**src/rtl/fir_accel_pkg.sv**
```systemverilog
// Shared definitions for the memory-mapped FIR accelerator: FSM encoding,
// command/status field positions and the default coefficient set.
package fir_accel_pkg;

    typedef enum logic [2:0] {
        ST_IDLE  = 3'd0,
        ST_READ  = 3'd1,
        ST_CALC  = 3'd2,
        ST_WRITE = 3'd3,
        ST_DONE  = 3'd4
    } state_t;

    localparam int CMD_REQ_BIT   = 0;
    localparam int CMD_ABORT_BIT = 1;
    localparam int CMD_LEN_LSB   = 16;
    localparam int LEN_W         = 16;

    localparam int STS_ACK_BIT   = 0;
    localparam int STS_BUSY_BIT  = 1;
    localparam int STS_ERR_BIT   = 2;
    localparam int STS_CNT_LSB   = 16;
    localparam int CNT_W         = 16;

    localparam int DEFAULT_NUM_TAPS = 3;
    localparam int DEFAULT_COEF_W   = 8;
    localparam logic [DEFAULT_NUM_TAPS*DEFAULT_COEF_W-1:0] DEFAULT_COEFS =
        {8'sd1, 8'sd2, 8'sd1};

    function automatic logic [31:0] pack_status(input logic             ack,
                                                input logic             busy,
                                                input logic             error,
                                                input logic [CNT_W-1:0] count);
        logic [31:0] s;
        s                          = '0;
        s[STS_ACK_BIT]             = ack;
        s[STS_BUSY_BIT]            = busy;
        s[STS_ERR_BIT]             = error;
        s[STS_CNT_LSB +: CNT_W]    = count;
        return s;
    endfunction

endpackage

```
**src/rtl/fir_mac.sv**
```systemverilog
// FIR datapath: tap history, signed multiply-accumulate, arithmetic shift and
// output narrowing. Define MM_FIR_ACCEL_SAT_EN to saturate instead of wrap.
module fir_mac
    import fir_accel_pkg::*;
#(
    parameter int                            DATA_W   = 32,
    parameter int                            COEF_W   = DEFAULT_COEF_W,
    parameter int                            NUM_TAPS = DEFAULT_NUM_TAPS,
    parameter logic [NUM_TAPS*COEF_W-1:0]    COEFS    = DEFAULT_COEFS,
    parameter int                            SHIFT    = 0
) (
    input  logic              clk,
    input  logic              rst_n,
    input  logic              clear,
    input  logic              load,
    input  logic [DATA_W-1:0] sample,
    output logic [DATA_W-1:0] result
);

    localparam int ACC_W  = DATA_W + COEF_W + $clog2(NUM_TAPS);
    localparam int HIST_D = (NUM_TAPS > 1) ? NUM_TAPS - 1 : 1;

    logic signed [DATA_W-1:0] hist_q [HIST_D];
    logic signed [DATA_W-1:0] taps   [NUM_TAPS];
    logic signed [ACC_W-1:0]  acc;
    logic signed [ACC_W-1:0]  shifted;
    logic        [DATA_W-1:0] y;

    // taps[0] is the sample being shifted in this cycle, taps[k] is x[i-k].
    always_comb begin
        taps[0] = sample;
        for (int k = 1; k < NUM_TAPS; k++) begin
            taps[k] = hist_q[k-1];
        end
    end

    // NOTE: every variable is assigned before any conditional use, so no latch
    // is inferred; the accumulator is wide enough that no partial sum overflows.
    always_comb begin
        acc = '0;
        for (int k = 0; k < NUM_TAPS; k++) begin
            acc = acc + ACC_W'(taps[k]) * ACC_W'($signed(COEFS[k*COEF_W +: COEF_W]));
        end
        shifted = acc >>> SHIFT;
    end

`ifdef MM_FIR_ACCEL_SAT_EN
    localparam logic signed [ACC_W-1:0] Y_MAX = ACC_W'({1'b0, {(DATA_W-1){1'b1}}});
    localparam logic signed [ACC_W-1:0] Y_MIN = -Y_MAX - ACC_W'(1);

    always_comb begin
        y = shifted[DATA_W-1:0];
        if (shifted > Y_MAX) begin
            y = {1'b0, {(DATA_W-1){1'b1}}};
        end else if (shifted < Y_MIN) begin
            y = {1'b1, {(DATA_W-1){1'b0}}};
        end
    end
`else
    assign y = DATA_W'(shifted);
`endif

    // NOTE: the history is a few plain registers rather than a RAM, so it takes
    // the async reset; state updates use non-blocking assignments throughout.
    always_ff @(posedge clk or negedge rst_n) begin
        if (!rst_n) begin
            for (int k = 0; k < HIST_D; k++) begin
                hist_q[k] <= '0;
            end
            result <= '0;
        end else if (clear) begin
            for (int k = 0; k < HIST_D; k++) begin
                hist_q[k] <= '0;
            end
        end else if (load) begin
            hist_q[0] <= taps[0];
            for (int k = 1; k < HIST_D; k++) begin
                hist_q[k] <= hist_q[k-1];
            end
            result <= y;
        end
    end

endmodule

```
**src/rtl/mm_fir_accel.sv**
```systemverilog
// Avalon-MM FIR accelerator: reads N samples from SRC_BASE, filters them and
// writes the results to DST_BASE, one read/compute/write triple per sample.
module mm_fir_accel
    import fir_accel_pkg::*;
#(
    parameter int                            DATA_W      = 32,
    parameter int                            ADDR_W      = 10,
    parameter int                            MAX_SAMPLES = 1024,
    parameter int                            NUM_TAPS    = DEFAULT_NUM_TAPS,
    parameter int                            COEF_W      = DEFAULT_COEF_W,
    parameter logic [NUM_TAPS*COEF_W-1:0]    COEFS       = DEFAULT_COEFS,
    parameter int                            SHIFT       = 0,
    parameter int                            SRC_BASE    = 0,
    parameter int                            DST_BASE    = 128
) (
    input  logic                  clk_input,
    input  logic                  rst_n_input,
    input  logic [31:0]           command_port,
    output logic [31:0]           status_port,
    output logic [ADDR_W-1:0]     master_address,
    output logic                  master_read,
    output logic                  master_write,
    input  logic [DATA_W-1:0]     master_readdata,
    output logic [DATA_W-1:0]     master_writedata,
    input  logic                  master_waitrequest,
    output logic [DATA_W/8-1:0]   master_byteen
);

    localparam logic [31:0]       MAX_N = 32'(MAX_SAMPLES);
    localparam logic [ADDR_W-1:0] SRC_A = ADDR_W'(SRC_BASE);
    localparam logic [ADDR_W-1:0] DST_A = ADDR_W'(DST_BASE);

    state_t             state_q, state_d;
    logic [LEN_W-1:0]   len_q, idx_q, idx_inc;
    logic [CNT_W-1:0]   count_q;
    logic               error_q;
    logic [DATA_W-1:0]  sample_q;

    logic               cmd_req, cmd_abort, len_ok, last;
    logic [LEN_W-1:0]   cmd_len;
    logic               start, clear_stats, set_error, capture, mac_load, advance;
    logic [ADDR_W-1:0]  word_off;

    assign cmd_req   = command_port[CMD_REQ_BIT];
    assign cmd_abort = command_port[CMD_ABORT_BIT];
    assign cmd_len   = command_port[CMD_LEN_LSB +: LEN_W];
    assign len_ok    = (cmd_len != '0) && (32'(cmd_len) <= MAX_N);
    assign idx_inc   = idx_q + LEN_W'(1);
    assign last      = (idx_inc == len_q);

    // Abort is only looked at on the way into READ or WRITE, never mid-transfer.
    always_comb begin
        state_d     = state_q;
        start       = 1'b0;
        clear_stats = 1'b0;
        set_error   = 1'b0;
        capture     = 1'b0;
        mac_load    = 1'b0;
        advance     = 1'b0;
        unique case (state_q)
            ST_IDLE: begin
                if (cmd_req) begin
                    clear_stats = 1'b1;
                    if (len_ok) begin
                        start = 1'b1;
                        if (cmd_abort) begin
                            set_error = 1'b1;
                            state_d   = ST_DONE;
                        end else begin
                            state_d   = ST_READ;
                        end
                    end else begin
                        set_error = 1'b1;
                        state_d   = ST_DONE;
                    end
                end
            end
            ST_READ: begin
                if (!master_waitrequest) begin
                    capture = 1'b1;
                    state_d = ST_CALC;
                end
            end
            ST_CALC: begin
                mac_load = 1'b1;
                if (cmd_abort) begin
                    set_error = 1'b1;
                    state_d   = ST_DONE;
                end else begin
                    state_d   = ST_WRITE;
                end
            end
            ST_WRITE: begin
                if (!master_waitrequest) begin
                    advance = 1'b1;
                    if (last) begin
                        state_d = ST_DONE;
                    end else if (cmd_abort) begin
                        set_error = 1'b1;
                        state_d   = ST_DONE;
                    end else begin
                        state_d = ST_READ;
                    end
                end
            end
            ST_DONE: begin
                if (!cmd_req) begin
                    state_d = ST_IDLE;
                end
            end
            default: state_d = ST_IDLE;
        endcase
    end

    always_ff @(posedge clk_input or negedge rst_n_input) begin
        if (!rst_n_input) begin
            state_q  <= ST_IDLE;
            len_q    <= '0;
            idx_q    <= '0;
            count_q  <= '0;
            error_q  <= 1'b0;
            sample_q <= '0;
        end else begin
            state_q <= state_d;
            if (start) begin
                len_q <= cmd_len;
                idx_q <= '0;
            end else if (advance) begin
                idx_q <= idx_inc;
            end
            if (clear_stats) begin
                count_q <= '0;
                error_q <= set_error;
            end else begin
                if (advance) begin
                    count_q <= count_q + CNT_W'(1);
                end
                if (set_error) begin
                    error_q <= 1'b1;
                end
            end
            if (capture) begin
                sample_q <= master_readdata;
            end
        end
    end

    fir_mac #(
        .DATA_W   (DATA_W),
        .COEF_W   (COEF_W),
        .NUM_TAPS (NUM_TAPS),
        .COEFS    (COEFS),
        .SHIFT    (SHIFT)
    ) u_mac (
        .clk    (clk_input),
        .rst_n  (rst_n_input),
        .clear  (start),
        .load   (mac_load),
        .sample (sample_q),
        .result (master_writedata)
    );

    // Bus outputs derive from registered state only, so they hold through stalls.
    assign word_off = ADDR_W'({idx_q, 2'b00});

    always_comb begin
        master_address = '0;
        if (state_q == ST_READ) begin
            master_address = SRC_A + word_off;
        end else if (state_q == ST_WRITE) begin
            master_address = DST_A + word_off;
        end
    end

    assign master_read   = (state_q == ST_READ);
    assign master_write  = (state_q == ST_WRITE);
    assign master_byteen = '1;

    assign status_port = pack_status(state_q == ST_DONE,
                                     state_q inside {ST_READ, ST_CALC, ST_WRITE},
                                     error_q,
                                     count_q);

endmodule

```
**config.mk**
```make
export PLATFORM = sky130hd
export DESIGN_NAME = mm_fir_accel
export DESIGN_NICKNAME = d
export VERILOG_FILES = /design/src/rtl/fir_accel_pkg.sv /design/src/rtl/fir_mac.sv /design/src/rtl/mm_fir_accel.sv
export SDC_FILE = /design/constraint.sdc
export NUM_CORES = 1
export LEC_CHECK = 0
export CORE_UTILIZATION = 40
export CTS_CLUSTER_SIZE = 24
export DETAILED_ROUTE_END_ITERATION = 12
export PLACE_DENSITY = 0.74
export SLEW_MARGIN = 40
export SYNTH_ARGS = -nofsm -noshare
export SYNTH_HDL_FRONTEND = slang
export SYNTH_HIERARCHICAL = 1
export SYNTH_SLANG_ARGS = --single-unit
```
**constraint.sdc**
```tcl
create_clock -name clk_input -period 3 [get_ports clk_input]
set_input_delay 0.75 -clock clk_input [delete_from_list [all_inputs] [get_ports clk_input]]
set_output_delay 0.75 -clock clk_input [all_outputs]
set_load 0.02 [all_outputs]
```
# Yosys cells after proc, flatten, opt, wreduce, memory -nomap -nowiden
# Cells that the tools add are included.
[word_totals]
elab_cells = 69
in_bits = 67
register_bits = 180
[op_classes]
n_addsub = 5
n_bitwise = 1
magnitude_cmp = 1
n_eq_ne = 9
reduce_logical = 10
muxes = 34
[ops]
columns = ["op", "count"]
rows = [
  ["64-bit 2-to-1 mux", 2],
  ["32-bit adder", 2],
  ["16-bit 2-to-1 mux", 4],
  ["16-bit by 1-bit adder with 16-bit output (second input constant)", 2],
  ["3-bit 2-to-1 mux", 8],
  ["10-bit 2-to-1 mux", 2],
  ["16-bit == test", 1],
  ["16-bit by 11-bit less-or-equal comparator with 1-bit output (second input constant)", 1],
  ["1-bit 2-to-1 mux", 16],
  ["16-bit nonzero test", 1],
  ["3-bit one-hot mux with 5 select lines", 1],
  ["8-bit by 10-bit adder with 10-bit output (first input constant)", 1],
  ["2-bit != test (second input constant)", 4],
  ["2-bit nonzero test", 4],
  ["3-bit by 2-bit == test with 1-bit output (second input constant)", 2],
  ["4-bit AND reduction", 1],
  ["3-bit by 1-bit == test with 1-bit output (second input constant)", 1],
  ["3-bit == test (second input constant)", 1],
  ["3-bit zero test", 1],
  ["1-bit one-hot mux with 3 select lines", 1],
  ["3-bit nonzero test", 1],
  ["2-bit AND reduction", 1],
  ["1-bit logical AND", 1],
  ["1-bit inverter", 1],
]

# Longest topological paths before layout
[depth]
depth_word = 7
ltp_mapped = 14
depth_no_buf = 10

# Hierarchy
# The synthesis kept the hierarchy.
[modules_own_cells]
columns = ["module", "n_inst", "cells_per_inst", "area_each_um2"]
rows = [
  ["fir_mac", 1, 606, 6082.1],
  ["mm_fir_accel", 1, 406, 4419.2],
]

# Least setup slack after synthesis
# Ideal clock, no wire load.
[synth_timing]
path_type = "in2reg"
startpoint = "input port command_port[29]"
endpoint = "register u_mac.result[6]"
setup_slack_ps = -171
setup_ps = 95
path_stages = 12
t_arrival_ps = 3075
path_cell_list = "or4_1 -> nor4_2 -> nand2_1 -> inv_2 -> buf_6 -> buf_4 -> nand2b_1 -> clkbuf_1 -> clkbuf_1 -> clkbuf_1 -> nand2_1 -> o31ai_1"
[synth_via]
elab_chain_len = 7
word_cells_on_any_way = 8
classes_between = "order compare (1); mux (3); bitwise (1); reduce/logical (3)"
[synth_lines]
columns = ["item", "line", "rtl"]
rows = [
  ["from (decl)", "mm_fir_accel.sv:18", "input logic [31:0] command_port,"],
  ["16-bit by 11-bit less-or-equal comparator with 1-bit output / 16-bit nonzero test (equally long branches)", "mm_fir_accel.sv:47", "assign len_ok = (cmd_len != '0) && (32'(cmd_len) <= MAX_N);"],
  ["1-bit logical AND *", "mm_fir_accel.sv:47", ""],
  ["1-bit 2-to-1 mux *", "mm_fir_accel.sv:64", "if (len_ok) begin"],
  ["1-bit 2-to-1 mux *", "mm_fir_accel.sv:62", "if (cmd_req) begin"],
  ["1-bit 2-to-1 mux *", "mm_fir_accel.sv:60", "unique case (state_q)"],
  ["via start", "mm_fir_accel.sv:41", "logic start, clear_stats, set_error, capture, mac_load, advance;"],
  ["1-bit inverter (no line) *", "-", ""],
  ["2-bit AND reduction (no line) *", "-", ""],
  ["to (signal assigned)", "fir_mac.sv:80", "result <= y;"],
  ["to (decl)", "fir_mac.sv:17", "output logic [DATA_W-1:0] result"],
]
# Mark *: on every way through the listed nets, which the timed path passes. The rest lies on a longest branch.
# A chain may end at the register's enable or synchronous reset.

# Worst setup path in the final report
[layout_timing]
startpoint = "input port u_mac/hist_q[32] (netlist name)"
endpoint = "register u_mac.result[17]"
[layout_via]
elab_chain_len = 2
[layout_lines]
columns = ["item", "line", "rtl"]
rows = [
  ["from (decl)", "fir_mac.sv:23", "logic signed [DATA_W-1:0] hist_q [HIST_D];"],
  ["32-bit adder (2 in a row)", "fir_mac.sv:42", "acc = acc + ACC_W'(taps[k]) * ACC_W'($signed(COEFS[k*COEF_W +: COEF_W]));"],
]
# Every way passes these cells.

==> flow_summary.toml <==
[placed_design]
total_cell_area_at_the_placement_stage_mm2 = 0.01253
port_buffers = 113
place_hpwl_mm = 17.30
dp_cells = 1495
gpl.final_weighted_congestion = 0.8927

[layout]
ff_latch_area_mm2 = 0.004507
post-route-util_pct = 53.15
area_delta_synth_final_pct = 28.93
multi_input_area_mm2 = 0.005942
final_nets = 1325
finish.cell_count_without_fillers = 1536
antenna-diode-count = 0
layout.filler_cells = 2193
final_layout_size_suffix_gt1_share_pct = 19.82
final_cell_area_mm2 = 0.01354

[routing]
route.detailed.wl_per_inst_um = 15.73
first_iter_violations = 521
num_vias = 8074
routed_via_density = 5.257
firstDrtPassIters = 5
wirelength_mm = 24.16
ant_nets = 0
remaining_routing_drc_violations = 0

[global_route]
largest_net_degree_at_the_start_of_global_routing = 66
all_layer_global_routing_usage_pct = 18.46
grt.overflow.total = 0
grt_pass1_vias = 7956
grt_pass1_wl_mm = 39.41
number_of_antenna_violations_at_the_first_check_in_global_routing = 0

[floorplan]
die_y_um = 164.0
initial_utilization_pct = 41.23
io_pins = 147
row_count = 58
dieWidth_um = 164.0
fp.dieArea_mm2 = 0.02691
coreArea_mm2 = 0.02547

[outcome]
status = "complete, but fails checks"
failing_checks = "negative setup slack"

[setup_path]
critical_path.slowest_cell = "sky130_fd_sc_hd__fa_1"
crit_top_cell = "sky130_fd_sc_hd__a21oi_4"
path_class = "reg -> reg"
critical_path.max_stage_delay_ns = 0.49
reg2reg_setup_slack_ns = -0.04
critical_path.top_delay_family = "adder cells"
critical_path.endpoint_type = "register"
worst_setup_path_startpoint = "u_mac/hist_q[32]"
cp_max_fo = 5
timing.critical_path.cells = "fa_1 > ha_2 > fa_2 > a21oi_4 > nand3b_1 > buf_4 > a21oi_4 > o41ai_4 > buf_6 > o31ai_2 > xnor2_1 > o21ai_1"
endpoint_required_time_on_the_critical_path_ns = 3.32
worst-path-buf-inv = 2
critPathArrivalTime_ns = 3.35
r2r-start = "u_mac/hist_q[32]"
start_kind = "register"

[logic_synthesis]
postSynth.topFlopCell = "sky130_fd_sc_hd__dfrtp_1"
ys_warn_count = 6
synth_cells = 1012
async_flop_share_pct = 100.0
post_synth.cell_area_avg_um2 = 10.38
synth.yosys.seq_area_share_pct = 42.89
netlist_area_mm2 = 0.01050
ys_types = 81
synth_enable_flop_cells = 0
synth_seq_cells = 180

[clock_network]
clk_transition_reported_paths_ns = 0.07
cts_inserted_buffers = 17
cts_sinks = 180
worst_skew_pair.late_latency_ns = 0.44
cts_root_buf = "sky130_fd_sc_hd__clkbuf_16"
number_of_levels_in_the_clock_h_tree = 4
cts_tree = "built"
max-clock-path-buffers = 2

[sta]
setup_tns_ns = -0.06897
grt_setup_unrepaired = "true"
layout_setup_ws_ns = -0.03537
max_freq_ghz = 0.3294
drv_slew = 0
worst_clock_skew_ns = 0.01324
share_of_the_clock_period_used_by_the_worst_path_after_layout_pct = 101.2
finalWorstPathRequiredPeriod_ns = 3.035
setup_viol_count_final = 2
final-hold-violation-count = 0

[pwr]
power-per-cell-area_mw_per_mm2 = 773.8
vdd.ir_drop.worst_v = 0.0004318
p_leak_nw = 5.577

[hold_path]
timing.hold.worst.class = "in -> async"

[flow_run]
maxCapViolations = 0
[path summary, 6_finish.rpt]
path / to / depth (start not counted)
setup / recovery: u_mac/result[17] / 12
hold / removal: u_mac/hist_q[1] / 1
setup reg to reg: u_mac/result[17] / 12
hold reg to reg: u_mac/result[1] / 2
max in group asynchronous: u_mac/result[25] / 2
min in group clk_input: u_mac/result[1] / 2
[metal layers]
| metal | routed length [um] | GRT usage, % | up-vias |
|---|---|---|---|
| met5 | 0 | 0 | - |
| met4 | 578 | 6.481 | 0 |
| met3 | 851 | 3.157 | 40 |
| met2 | 11940 | 30.57 | 211 |
| met1 | 10800 | 24.34 | 3978 |
| li1 | - | - | 3845 |
[cells in the final DEF (no fill, tap or decap), drive strengths merged, types with 6 or more instances in the layout]
cell type      instances
dfrtp                180
nor2                 128
clkdlybuf4s50        112
buf                  103
nand2                 85
mux2i                 67
o21ai                 49
xnor2                 46
mux2                  42
a21oi                 40
ha                    34
xor2                  32
fa                    31
nand3                 27
inv                   24
conb                  19
clkbuf                17
nand4                 14
nor3                  14
and3                  10
nor2b                 10
and2                  10
a31oi                  9
or3                    8
a211oi                 8
nor4                   8
o211ai                 7
o21a                   7
and4                   6
[worst reg2reg max path, cell delays in order, from the launching register on]
cell	delay, ns
sky130_fd_sc_hd__dfrtp_1	0.41
sky130_fd_sc_hd__fa_1	0.49
sky130_fd_sc_hd__ha_2	0.21
sky130_fd_sc_hd__fa_2	0.39
sky130_fd_sc_hd__a21oi_4	0.16
sky130_fd_sc_hd__nand3b_1	0.17
sky130_fd_sc_hd__buf_4	0.14
sky130_fd_sc_hd__a21oi_4	0.06
sky130_fd_sc_hd__o41ai_4	0.28
sky130_fd_sc_hd__buf_6	0.21
sky130_fd_sc_hd__o31ai_2	0.08
sky130_fd_sc_hd__xnor2_1	0.21
sky130_fd_sc_hd__o21ai_1	0.10
[power breakdown]
| group | switching [W] | total [W] | internal (W) |
|---|---|---|---|
| clock network | 0.00106 | 0.00234 | 0.00127 |
| logic | 0.00280 | 0.00516 | 0.00236 |
| registers | 0.000255 | 0.00298 | 0.00272 |
[kinds of logic (layout without fill, tap and decap cells)]
group                      after synthesis  after routing  share of synthesized area [%]
AOI/OAI and AO/OA                      155            155                          9.353
adders and majority gates               65             65                          9.961
DFF                                    180            180                          42.89
muxes                                  109            109                          10.89
and+or+nand+nor                        339            339                          15.95
xor gates and xnor gates                78             78                          6.577
buffers and inverters                   84            261                          4.301
other                                    2             19                        0.07151
[cells in the mapped netlist, types with 9 or more instances]
master | n | area share (%)
sky130_fd_sc_hd__o21ai_1 | 30 | 1.4
sky130_fd_sc_hd__mux2_2 | 36 | 3.9
sky130_fd_sc_hd__nand2_1 | 83 | 3.0
sky130_fd_sc_hd__buf_4 | 24 | 1.7
sky130_fd_sc_hd__mux2i_1 | 67 | 6.4
sky130_fd_sc_hd__xor2_1 | 32 | 2.7
sky130_fd_sc_hd__nand4_1 | 12 | 0.71
sky130_fd_sc_hd__nand3_1 | 25 | 1.2
sky130_fd_sc_hd__clkbuf_1 | 29 | 1.0
sky130_fd_sc_hd__nor2b_1 | 10 | 0.60
sky130_fd_sc_hd__inv_1 | 13 | 0.46
sky130_fd_sc_hd__xnor2_1 | 45 | 3.8
sky130_fd_sc_hd__and2_1 | 9 | 0.54
sky130_fd_sc_hd__fa_1 | 31 | 5.9
sky130_fd_sc_hd__a21oi_1 | 39 | 1.9
sky130_fd_sc_hd__dfrtp_1 | 180 | 43
sky130_fd_sc_hd__and3_1 | 10 | 0.60
sky130_fd_sc_hd__o21ai_0 | 19 | 0.91
sky130_fd_sc_hd__buf_2 | 11 | 0.52
sky130_fd_sc_hd__nor3_1 | 14 | 0.67
sky130_fd_sc_hd__nor2_1 | 127 | 4.5
sky130_fd_sc_hd__ha_1 | 34 | 4.1
[stage by stage]
stage / hold slack, ns / total power (W) / worst slack [ns]
3_5_place_dp: 0.4620 / 0.007375 / -0.2545
5_1_grt: 0.2604 / 0.01110 / -0.1499
4_1_cts: 0.2492 / 0.009857 / -0.02142
3_3_place_gp: 0.4604 / 0.007272 / -0.2124
2_1_floorplan: 0.4544 / 0.005738 / 0.09014
6_report: 0.2327 / 0.01048 / -0.03537
[layout make-up]
type / count / area share, %
repair buffers: 215 / 14.88
flip-flops and latches: 180 / 33.29
multi-input cells: 765 / 43.89
well taps: 330 / 3.050
clock inverters: 15 / 1.368
inverters: 14 / 0.3881
clock buffers: 17 / 3.142
[state kept, by name, summed over array words and instances (netlist names)]
register      count
idx_q            16
sample_q         32
u_mac/hist_q     64
count_q          16
state_q           3
len_q            16
error_q           1
u_mac/result     32
[what timing repair did]
item	4_1_cts	5_1_grt
endpoints found under the setup margin	12	23
gates resized for setup	9	46
hold buffers	0	0
setup buffers	2	9
pin swaps	7	34
No activity file was read; power rests on OpenSTA's default activity.
